`src/rtl/clk_div_ctrl_pkg.sv`:
```
// Shared types for the clock-divider controller: FSM states, pending-action kinds
// and the default largest divider exponent.
package clk_div_ctrl_pkg;

  localparam int DIV_MAX_DEF = 4;

  typedef enum logic [1:0] {IDLE, RUN, DRAIN} state_e;

  typedef enum logic [1:0] {NONE, REQ, STOP} pend_e;

endpackage

```
`src/rtl/div_period_cnt.sv`:
```
// Period counter for the divider: counts busy cycles and flags the last cycle
// of each 2^div period, clearing itself on that cycle.
module div_period_cnt
  import clk_div_ctrl_pkg::*;
#(
  parameter int DIV_MAX = DIV_MAX_DEF
) (
  input  logic       clk,
  input  logic       reset,
  input  logic       en,
  input  logic       clr,
  input  logic [2:0] div,
  output logic       tick
);

  logic [DIV_MAX-1:0] cnt_q, cnt_d, last;

  always_comb begin
    last = DIV_MAX'((32'd1 << div) - 32'd1);
    tick = en && (cnt_q == last);
    cnt_d = cnt_q;
    if (clr || tick) cnt_d = '0;
    else if (en)     cnt_d = cnt_q + 1'b1;
  end

  always_ff @(posedge clk) begin
    if (reset) cnt_q <= '0;
    else       cnt_q <= cnt_d;
  end

endmodule

```
`src/rtl/clk_div_ctrl.sv`:
```
// Clock-divider controller: accepts divider requests, emits tick enables at
// 2^div spacing, runs finite or continuous bursts and drains at period boundaries.
module clk_div_ctrl
  import clk_div_ctrl_pkg::*;
#(
  parameter int DIV_MAX = DIV_MAX_DEF,
  parameter int LEN_W   = 8
) (
  input  logic             clk,
  input  logic             reset,
  input  logic             req_valid,
  input  logic [2:0]       req_div,
  input  logic [LEN_W-1:0] req_len,
  output logic             req_ready,
  input  logic             stop,
  output logic             tick,
  output logic             done,
  output logic             err,
  output logic             busy,
  output logic [2:0]       div_cur
);

  state_e           state_q, state_d;
  pend_e            pend_q, pend_d;
  logic [2:0]       div_q, div_d, pdiv_q, pdiv_d;
  logic [LEN_W-1:0] rem_q, rem_d, plen_q, plen_d;
  logic             err_q, clr, accept, bad, take;

  div_period_cnt #(.DIV_MAX(DIV_MAX)) u_cnt (
    .clk  (clk),
    .reset(reset),
    .en   (busy),
    .clr  (clr),
    .div  (div_q),
    .tick (tick)
  );

  always_comb begin
    busy      = (state_q != IDLE);
    req_ready = (state_q != DRAIN) && !stop;
    accept    = req_valid && req_ready;
    bad       = (req_div > 3'(DIV_MAX));
    take      = accept && !bad;
    done      = tick && (rem_q == LEN_W'(1));
    err       = err_q;
    div_cur   = div_q;

    state_d = state_q;
    pend_d  = pend_q;
    div_d   = div_q;
    pdiv_d  = pdiv_q;
    rem_d   = rem_q;
    plen_d  = plen_q;
    clr     = 1'b0;

    if (tick && (rem_q != '0)) rem_d = rem_q - 1'b1;

    unique case (state_q)
      IDLE: begin
        if (take) begin
          state_d = RUN;
          div_d   = req_div;
          rem_d   = req_len;
          clr     = 1'b1;
        end
      end
      RUN: begin
        // A request or stop arriving on a tick already sits on a period boundary.
        if (tick) begin
          if (stop) begin
            state_d = IDLE;
          end else if (take) begin
            div_d = req_div;
            rem_d = req_len;
            clr   = 1'b1;
          end else if (done) begin
            state_d = IDLE;
          end
        end else if (stop) begin
          pend_d  = STOP;
          state_d = DRAIN;
        end else if (take) begin
          pend_d  = REQ;
          pdiv_d  = req_div;
          plen_d  = req_len;
          state_d = DRAIN;
        end
      end
      DRAIN: begin
        if (tick) begin
          pend_d = NONE;
          if (pend_q == REQ) begin
            state_d = RUN;
            div_d   = pdiv_q;
            rem_d   = plen_q;
            clr     = 1'b1;
          end else begin
            state_d = IDLE;
          end
        end
      end
      default: state_d = IDLE;
    endcase
  end

  always_ff @(posedge clk) begin
    if (reset) begin
      state_q <= IDLE;
      pend_q  <= NONE;
      div_q   <= '0;
      pdiv_q  <= '0;
      rem_q   <= '0;
      plen_q  <= '0;
      err_q   <= 1'b0;
    end else begin
      state_q <= state_d;
      pend_q  <= pend_d;
      div_q   <= div_d;
      pdiv_q  <= pdiv_d;
      rem_q   <= rem_d;
      plen_q  <= plen_d;
      err_q   <= accept && bad;
    end
  end

endmodule

```
`config.mk`:
```
export PLATFORM = sky130hd
export DESIGN_NAME = clk_div_ctrl
export DESIGN_NICKNAME = d
export VERILOG_FILES = /design/src/rtl/clk_div_ctrl_pkg.sv /design/src/rtl/div_period_cnt.sv /design/src/rtl/clk_div_ctrl.sv
export SDC_FILE = /design/constraint.sdc
export NUM_CORES = 1
export LEC_CHECK = 0
export BUFFER_PORTS_ARGS = -buffer_cell sky130_fd_sc_hd__buf_2
export CORE_UTILIZATION = 43
export DETAILED_ROUTE_END_ITERATION = 12
export PLACE_DENSITY = 0.6
export SLEW_MARGIN = 20
export SYNTH_ARGS = -nofsm -noshare
export SYNTH_HDL_FRONTEND = slang
export SYNTH_SLANG_ARGS = --single-unit
```
`constraint.sdc`:
```
create_clock -name clk -period 3.6 [get_ports clk]
set_input_delay 0.18 -clock clk [delete_from_list [all_inputs] [get_ports clk]]
set_output_delay 0.18 -clock clk [all_outputs]
set_load 0.01 [all_outputs]
```
==> impl_metrics.tcl, run 1 <==
set metrics [dict create \
    synth_fa_ha_area_frac 0.0606 \
    tightest_slew_ns 0.877 \
    synth_top_cell_area_share 0.334 \
    critical_path_required_ns 3.76 \
    yosysWarnings 0 \
    fp.dieW_um 67.8 \
    synth_cell_type_count 45 \
    worst_setup_path_start_kind "flip-flop" \
    power_density_nw_per_um2 670 \
    grt_usage 0.199 \
    netlist_area_um2 1860 \
    antennaDiodeCount 0 \
    synth_edf_count 0 \
    leakagePower_nw 0.881 \
    fin_skew_ns 0.00668 \
    pwr-share-clk 0.221 \
    synthTopCellsByArea "dfxtp_1 33%, mux2i_1 7.0%, ha_1 6.1%" \
    synth_top_family_by_area "simple AND/OR/NAND/NOR gates" \
    fin_nets 260 \
    power_mw 1.39 \
    drc 0 \
    synth.area.mux_share 0.0942 \
    worstSetupPathType "flip-flop to flip-flop" \
    viasPerCell 5.61 \
    min_to "err" \
    synth_top_area_cell "dfxtp_1" \
    grt_pass1_vias 1404 \
    seqPwrFrac 0.325 \
    hold_class "input pin to flip-flop" \
    root_buffer "clkbuf_8" \
    pwr-share-comb 0.454 \
    crit_path_max_fanout 7 \
    wl_per_cell_um 14.2 \
    synth_top_flop_cell "dfxtp_1" \
    clock_sinks 31 \
    drive_above_1_share 0.194 \
    min_from "req_valid" \
    detail-route-antenna-nets 0 \
    rows 23 \
    syn_to_final_growth_pct 11.8 \
    postRouteWirelength_mm 4.07 \
    synth_compound_area_frac 0.193 \
    irDropWorstVdd_mv 0.308 \
    setup_viol 0 \
    drt_pass1_iterations 4 \
    min_period_over_period 0.820 \
    grt-ovfl-total 0 \
    crit_arrival_ns 3.11 \
    gp_congestion 0.812 \
    fin_crit_ns 2.95 \
    cts_made_buffers 5 \
    dp_hpwl_mm 2.95 \
    stdcell_area_um2 2080 \
    reg2reg_slack_ns 0.65 \
    cts_setup_buffers 0 \
    synth_xor_area_frac 0.0471 \
    port_buffers 22 \
    relSlewSlack 0.408 \
    synth-simple-area-share 0.211 \
    maxCapViolations 0 \
    status "finished, final reports clean" \
    r2r-start "div_cur[2]" \
    r2r_cells 9 \
    cts.clk_slew.worst_paths_ns 0.07 \
    vias 1611 \
    die_area_um2 4590 \
    synth_seq_cells 31 \
    io_pins 23 \
    initial_core_util 0.455 \
    ctsResizeCount 0 \
    synthArstFlopShare 0 \
    hold_violations 0 \
    end_kind "flip-flop" \
    reg2reg_to "rem_q[0]" \
    die_h_um 67.8 \
    p_int_mw 0.811 \
    grt_max_degree 28 \
    antenna_found_initial 0 \
    postSynthAreaPerCell_um2 8.61 \
    finalSetupTns_ns 0 \
    slew_violations 0 \
    drt_iter0_drc 90 \
    worstSkewPairLatency_ns 0.29 \
    switchingPower_mw 0.582 \
    fmaxAchievable_mhz 339 \
    rsz0062_at_grt "no" \
    synth.yosys.seq_area_share 0.334 \
    cts_tree "yes" \
    clk_path_buf_depth 2 \
    core_area_um2 4090 \
    postCtsHoldBufs 0 \
    p_sw_frac 0.418 \
    nFillCells 400 \
    h-tree-depth 2 \
    synth_cells 216 \
    syn-num-nets 240 \
    grt_pass1_wl_mm 6.67 \
    dpl_cell_area_um2 1980 \
    hold_depth 3 \
]
final cells by class:
type / count / area (um^2) / share of cell area
Sequential cell: 31 / 621 / 0.298
Timing Repair Buffer: 24 / 125 / 0.0602
Tap cell: 50 / 62.6 / 0.0301
Multi-Input combinational cell: 162 / 1130 / 0.542
Inverter: 12 / 45.0 / 0.0217
Clock buffer: 8 / 100 / 0.0481
through the flow:
| stage | instances | hold slack, ns | util | setup WS, ns |
|---|---|---|---|---|
| after global placement | 279 | 0.434 | 0.484 | 0.718 |
| final | 287 | 0.138 | 0.509 | 0.647 |
| after CTS | 287 | 0.134 | 0.509 | 0.676 |
| after detailed placement | 279 | 0.433 | 0.484 | 0.712 |
| after floorplan | 216 | 0.298 | - | 0.810 |
| after global routing | 287 | 0.138 | 0.509 | 0.515 |
state kept, by name, summed over array words and instances, names as in the netlist:
register,count
u_cnt.cnt_q,4
err,1
plen_q,8
div_cur,3
rem_q,8
state_q,2
pdiv_q,3
pend_q,2
how the worst max path moves through the flow:
| stage | start | endpoint | slack, ns | cells after the start |
|---|---|---|---|---|
| 6_report | div_cur[2] | rem_q[0] | 0.65 | 9 |
| 5_1_grt | div_cur[2] | rem_q[3] | 0.52 | 9 |
| 4_1_cts | div_cur[2] | rem_q[0] | 0.68 | 9 |
| 3_5_place_dp | div_cur[2] | rem_q[0] | 0.71 | 9 |
| 3_3_place_gp | div_cur[2] | rem_q[6] | 0.72 | 9 |
| 2_1_floorplan | div_cur[2] | state_q[1] | 0.81 | 9 |
routing by layer:
layer	routed length (um)	vias up	GRT usage
met4	57	0	0.0851
met1	2170	727	0.279
met5	0	-	0
li1	-	832	-
met2	1670	47	0.278
met3	181	5	0.0574
cell families after synthesis:
| family | after synthesis |
|---|---|
| muxes | 17 |
| AOI/OAI and AO/OA | 50 |
| and+or+nand+nor | 76 |
| DFF | 31 |
| buffers and inverters | 23 |
| adders and majority gates | 9 |
| xor gates and xnor gates | 10 |
power groups by stage:
stage               combinational, mW  sequential (mW)  clock, mW
floorplan                       0.511            0.452          0
global placement                0.627            0.460          0
detailed placement              0.626            0.460          0
CTS                             0.631            0.453      0.315
global route                    0.698            0.463      0.333
finish                          0.633            0.453      0.307
synth_stat cells (2+ instances only):
cell type  number
xor2_1          5
clkbuf_1        5
ha_1            9
nor2_1         26
and3_1          2
a31oi_1         2
nor2b_1         3
nor4_1          4
a22oi_1         2
nand4_1         4
a21oi_1        15
xnor2_1         5
nand2_1         9
mux2i_1        13
a211oi_1        3
o31a_2          3
a31o_2          2
dfxtp_1        31
buf_2           2
o21ai_0         5
a32oi_1         5
o32ai_1         8
nand3_1         8
inv_1          11
mux2_2          4
nor3_1         11
cell usage in the layout (no fill, tap or decap), drive strengths merged, types with 5 or more instances in the layout:
cell,netlist,final
a21oi,15,15
inv,11,11
a32oi,5,5
nor4,6,6
nand2,9,9
nand3,8,8
o21ai,5,5
nor3,11,11
xnor2,5,5
xor2,5,5
dfxtp,31,31
buf,5,24
clkbuf,6,8
mux2i,13,13
o32ai,8,8
ha,9,9
nor2,26,26
critical path, cell delays in order (launching register included):
cell and delay, ns:
dfxtp_1 0.36, or3_1 0.39, ha_1 0.31, xnor2_1 0.14
or2_1 0.26, a2111o_1 0.37, clkinv_1 0.16, a21boi_2 0.14
nor3_1 0.52, o32ai_1 0.17
(Power assumes the default switching activity.)
==> run 2: changes to the inputs <==
Settings changed: ABC_AREA from default to 1.
Clock period 3.6 ns to 2.9 ns, I/O delays scaled along.
==> run 2 against run 1 <==
Against the previous run:
- the flow now finishes with violations (DRC)
- utilization about the same
- clock-buffer cell count decreased by 1
- clock skew is essentially flat
- first-iteration DRC count increased by 54%
- design area increased by 8.8%
- synthesized cell count up 43%
- clock power grew 6%
- sequential power up 34%
- combinational power grew 96%
- global-route usage decreased by 0.096 points
- highest routed layer unchanged
==> impl_metrics.tcl, run 2 <==
set metrics [dict create \
    syn-num-nets 333 \
    synth_cell_type_count 32 \
    end_kind "primary output" \
    top_regs "plen_q x8, rem_q x8, u_cnt.cnt_q x4" \
    critical-path-top-delay-family "simple AND/OR/NAND/NOR gates" \
    wl_per_cell_um 11.7 \
    h-tree-depth 2 \
    viasPerCell 4.87 \
    drt_pass1_iterations 8 \
    status "finished with violations" \
    fin_crit_ns 2.26 \
    worstSetupPathType "flip-flop to primary output" \
    cp_slowest_stage_delay_ns 0.35 \
    worstSkewPairLatency_ns 0.28 \
    grt_pass1_wl_mm 7.82 \
    rsz0062_at_grt "no" \
    netlist_area_um2 2020 \
    maxCapViolations 0 \
    fmaxAchievable_mhz 443 \
    placedCellCount 379 \
    core_area_um2 4440 \
    synth_seq_cells 31 \
    postRouteWirelength_mm 4.51 \
    synthArstFlopShare 0 \
    grt_usage 0.198 \
    synthTopCellsByCount "83 x nand2_1, 44 x nor2_1, 31 x dfxtp_1, 27 x inv_1, 27 x nand3_1" \
    setup_viol 0 \
    synth_top_flop_cell "dfxtp_1" \
    seqPwrFrac 0.279 \
    hold_depth 3 \
    critical_path_required_ns 2.76 \
    gp_congestion 0.869 \
    fin_skew_ns 0.00646 \
    path_depth 13 \
    crit_path_max_fanout 8 \
    clk_path_buf_depth 2 \
    vias 1885 \
    p_int_mw 1.12 \
    cp_common_cell "inv_1" \
    final_cell_mix "83 x nand2_1, 44 x nor2_1, 31 x dfxtp_1" \
    path_cells "nor2_2 > nand2_2 > ha_1 > inv_1 > nand2_1 > nand2_1 > inv_1 > nor2_4 > nand3_4 > inv_2 > nand3_2 > inv_1 > buf_2" \
    io_pins 23 \
    pwr-share-clk 0.150 \
    cts_made_buffers 5 \
    hold_class "input pin to flip-flop" \
    detail-route-antenna-nets 0 \
    root_buffer "clkbuf_8" \
    slew_violations 0 \
    leakagePower_nw 1.07 \
    antennaDiodeCount 0 \
    violations "DRC" \
    postCtsHoldBufs 0 \
    drt_iter0_drc 139 \
    instances_no_fill 387 \
    initial_core_util 0.454 \
    min_period_over_period 0.778 \
    synth.most_common_cell "nand2_1" \
    r2r_cells 13 \
    layout_commonest_cell "nand2_1" \
    synth_top_area_cell "dfxtp_1" \
    synth_edf_count 0 \
    yosysWarnings 0 \
    grt_pass1_vias 1665 \
    hold_ws_ns 0.137 \
    switchingPower_mw 1.05 \
    cp_slowest_cell "dfxtp_1" \
    synth.yosys.seq_area_share 0.307 \
    cts.clk_slew.worst_paths_ns 0.06 \
    power_density_nw_per_um2 958 \
    synth_top_cell_area_share 0.307 \
    synth_cells 309 \
    p_sw_frac 0.483 \
    drc 2 \
    irDropWorstVdd_mv 0.472 \
    clock_sinks 31 \
    drive_above_1_share 0.197 \
    grt-ovfl-total 0 \
    fin_nets 358 \
    die_h_um 70.5 \
    crit_arrival_ns 2.11 \
    rows 24 \
    syn_to_final_growth_pct 12.1 \
    pwr-share-comb 0.571 \
    path_buf_inv 5 \
    hold_violations 0 \
    postSynthAreaPerCell_um2 6.54 \
    die_area_um2 4970 \
    synthTopCellsByArea "dfxtp_1 31%, nand2_1 15%, nor2_1 8.2%" \
    tightest_slew_ns 0.477 \
    worst_setup_path_start_kind "flip-flop" \
    cts_tree "yes" \
    grt_max_degree 19 \
    ctsResizeCount 0 \
    cts_setup_buffers 0 \
    finalSetupTns_ns 0 \
    fp.dieW_um 70.5 \
    antenna_found_initial 0 \
    port_buffers 22 \
    relSlewSlack 0.682 \
    dp_hpwl_mm 3.53 \
]
[run 2: metrics by stage]
step	util	cell area, um^2	worst slack [ns]	power [mW]
floorplan	-	2020	0.895	1.59
global placement	0.491	2180	0.754	1.84
detailed placement	0.491	2180	0.721	1.85
CTS	0.509	2260	0.621	2.19
global route	0.509	2260	0.404	2.40
finish	0.509	2260	0.644	2.17
[run 2: kinds of logic (layout without fill, tap and decap cells)]
kind of cell    after synthesis  in the layout  share of synthesized area
fa+ha+maj                     9              9                     0.0558
compound gates               37             37                      0.105
mux                           1              1                    0.00496
xor+xnor                      4              4                     0.0174
buf+inv                      44             70                     0.0843
flops                        31             31                      0.307
simple gates                183            183                      0.425
[run 2: area by class of cell]
cell class,count,area (um^2)
fill,456,2180
multi-input combinational,234,1230
sequential,31,621
inverter,38,143
timing repair buffer,24,125
clock buffer,7,76.3
tap,52,65.1
clock inverter,1,5.00
[run 2: tightest hold or removal path, cell delays in order]
cell,delay [ns]
buf_2,0.11
nand3_1,0.08
nor2_1,0.04
[run 2: metal layers]
metal	wire length [um]	track usage	vias up
met5	0	0	-
met4	34	0.0600	0
met3	193	0.0484	4
met2	1930	0.285	26
met1	2350	0.293	819
li1	-	-	1036
[run 2: worst paths after layout]
kind                    from   endpoint  slack [ns]
setup reg to reg  div_cur[2]   rem_q[6]        0.73
hold reg to reg    pend_q[0]  pend_q[0]        0.46
hold / removal     req_valid        err        0.14
setup / recovery  div_cur[2]       done        0.64
[run 2: power by group through the flow]
stage	sequential (mW)	clock, mW	combinational (mW)
6_report	0.605	0.326	1.24
5_1_grt	0.620	0.361	1.41
4_1_cts	0.604	0.341	1.25
3_3_place_gp	0.613	0	1.23
2_1_floorplan	0.604	0	0.990
3_5_place_dp	0.613	0	1.24
==> run 3: changes to the inputs <==
Clock period 2.9 ns to 2.36 ns, I/O delays scaled along.
==> run 3 against run 2 <==
Against the previous run:
- largest cell class unchanged
- the run still ends with DRC left
- non-clock buffer count rose by 2
- flip-flop and latch count did not move
- combinational power rose by 27%
- critical endpoint unchanged
- highest routed layer unchanged
==> impl_metrics.tcl, run 3 (same netlist as run 2, synthesis figures left out) <==
set metrics [dict create \
    stdcell_area_um2 2320 \
    clk_path_buf_depth 2 \
    gp_congestion 0.819 \
    tightest_slew_ns 0.490 \
    seqPwrFrac 0.270 \
    end_kind "primary output" \
    cts.clk_slew.worst_paths_ns 0.07 \
    pwr-share-comb 0.562 \
    cts_tree "yes" \
    dpl_cell_area_um2 2190 \
    layout_commonest_cell "nand2_1" \
    fin_crit_ns 2.18 \
    dp_hpwl_mm 3.47 \
    relSlewSlack 0.673 \
    drt_pass1_iterations 8 \
    grt-ovfl-total 0 \
    seq_area_um2 622 \
    leakagePower_nw 1.10 \
    postRouteWirelength_mm 4.65 \
    reg2reg_slack_ns 0.20 \
    fmaxAchievable_mhz 459 \
    reg2reg_to "rem_q[2]" \
    top_regs "plen_q x8, rem_q x8, u_cnt.cnt_q x4" \
    initial_core_util 0.454 \
    pwr-share-clk 0.168 \
    cp_slowest_stage_delay_ns 0.37 \
    clock_sinks 31 \
    drc 2 \
    fin_skew_ns 0.00265 \
    nFillCells 453 \
    grt_pass1_wl_mm 8.14 \
    final_cell_mix "82 x nand2_1, 44 x nor2_1, 30 x dfxtp_1" \
    irDropWorstVdd_mv 0.442 \
    rows 24 \
    viasPerCell 5.02 \
    path_cells "nor2_4 > nand2_2 > ha_1 > inv_1 > nand2_1 > nand2_1 > inv_1 > nor2_4 > nand3_4 > inv_2 > nand3_2 > inv_1 > buf_2" \
    port_buffers 22 \
    grt_usage 0.208 \
    h-tree-depth 2 \
    p_sw_frac 0.475 \
    hold_depth 3 \
    power_density_nw_per_um2 1200 \
    core_area_um2 4440 \
    worstSkewPairLatency_ns 0.28 \
    worst_setup_path_start_kind "flip-flop" \
    crit_path_max_fanout 8 \
    status "finished with violations" \
    crit_arrival_ns 2.06 \
    drive_above_1_share 0.223 \
    slew_violations 0 \
    maxCapViolations 0 \
    cts_made_buffers 5 \
    syn_to_final_growth_pct 15.1 \
    switchingPower_mw 1.32 \
    p_int_mw 1.46 \
    cp_common_cell "inv_1" \
    wl_per_cell_um 12.0 \
    root_buffer "clkbuf_8" \
    drt_iter0_drc 141 \
    die_area_um2 4970 \
    fin_nets 360 \
    grt_pass1_vias 1728 \
    hold_class "input pin to flip-flop" \
    io_pins 23 \
    r2r_cells 14 \
    postCtsHoldBufs 0 \
    violations "DRC" \
    min_period_over_period 0.923 \
    rsz0062_at_grt "no" \
    antennaDiodeCount 0 \
    worstSetupPathType "flip-flop to primary output" \
    r2r-start "div_cur[2]" \
    power_mw 2.79 \
    multi_input_area_um2 1250 \
    min_to "err" \
    grt_max_degree 19 \
    detail-route-antenna-nets 0 \
    finalSetupTns_ns 0 \
    critical_path_required_ns 2.24 \
    min_from "req_valid" \
    cp_slowest_cell "dfxtp_1" \
    fp.dieW_um 70.5 \
    antenna_found_initial 0 \
    hold_violations 0 \
    die_h_um 70.5 \
    setup_viol 0 \
    vias 1951 \
]
## run 3: area by class of cell
| class | count | area share |
|---|---|---|
| tap | 52 | 0.0280 |
| inverter | 38 | 0.0614 |
| sequential | 31 | 0.268 |
| clock buffer | 8 | 0.0431 |
| multi-input combinational | 234 | 0.540 |
| timing repair buffer | 26 | 0.0603 |
## run 3: worst max-delay path by stage
stage / start / end / slack (ns) / depth (start not counted)
after detailed placement: div_cur[2] / rem_q[0] / 0.15 / 14
final: div_cur[2] / done / 0.18 / 13
after CTS: div_cur[2] / done / 0.11 / 13
after global placement: div_cur[2] / rem_q[0] / 0.15 / 14
after global routing: div_cur[1] / rem_q[1] / 0.009 / 14
after floorplan: div_cur[2] / div_cur[0] / 0.36 / 15
## run 3: repair_timing
| item | in CTS | in global routing |
|---|---|---|
| setup buffers | 0 | 1 |
| resized for setup | 0 | 7 |
| setup endpoints to repair | 0 | 6 |
## run 3: metal layers
layer,up-vias,GRT usage,wire [um]
li1,1036,-,-
met1,865,0.299,2350
met2,44,0.301,2020
met3,6,0.0470,234
met4,0,0.0822,53
met5,-,0,0
## run 3: power by group through the flow
stage | Clock, mW | Sequential [mW] | Combinational [mW]
2_1_floorplan | 0 | 0.742 | 1.22
5_1_grt | 0.514 | 0.770 | 1.77
4_1_cts | 0.479 | 0.743 | 1.54
3_5_place_dp | 0 | 0.755 | 1.53
6_report | 0.467 | 0.753 | 1.57
3_3_place_gp | 0 | 0.754 | 1.52
## run 3: critical path, delay by kind of cell, from the launching register on
kind,cells,cell delay (ns)
adder cells (fa/ha/maj),1,0.31
buffers and inverters,5,0.43
flip-flops,1,0.37
AND/OR/NAND/NOR,7,0.68
## run 3: stage by stage
stage | setup WS, ns | instances | utilization | hold WS (ns)
final | 0.182 | 389 | 0.523 | 0.0937
after global routing | 0.00867 | 389 | 0.523 | 0.104
after CTS | 0.112 | 388 | 0.515 | 0.0905
after detailed placement | 0.150 | 380 | 0.493 | 0.390
after global placement | 0.152 | 380 | 0.493 | 0.387
after floorplan | 0.355 | 309 | - | 0.256
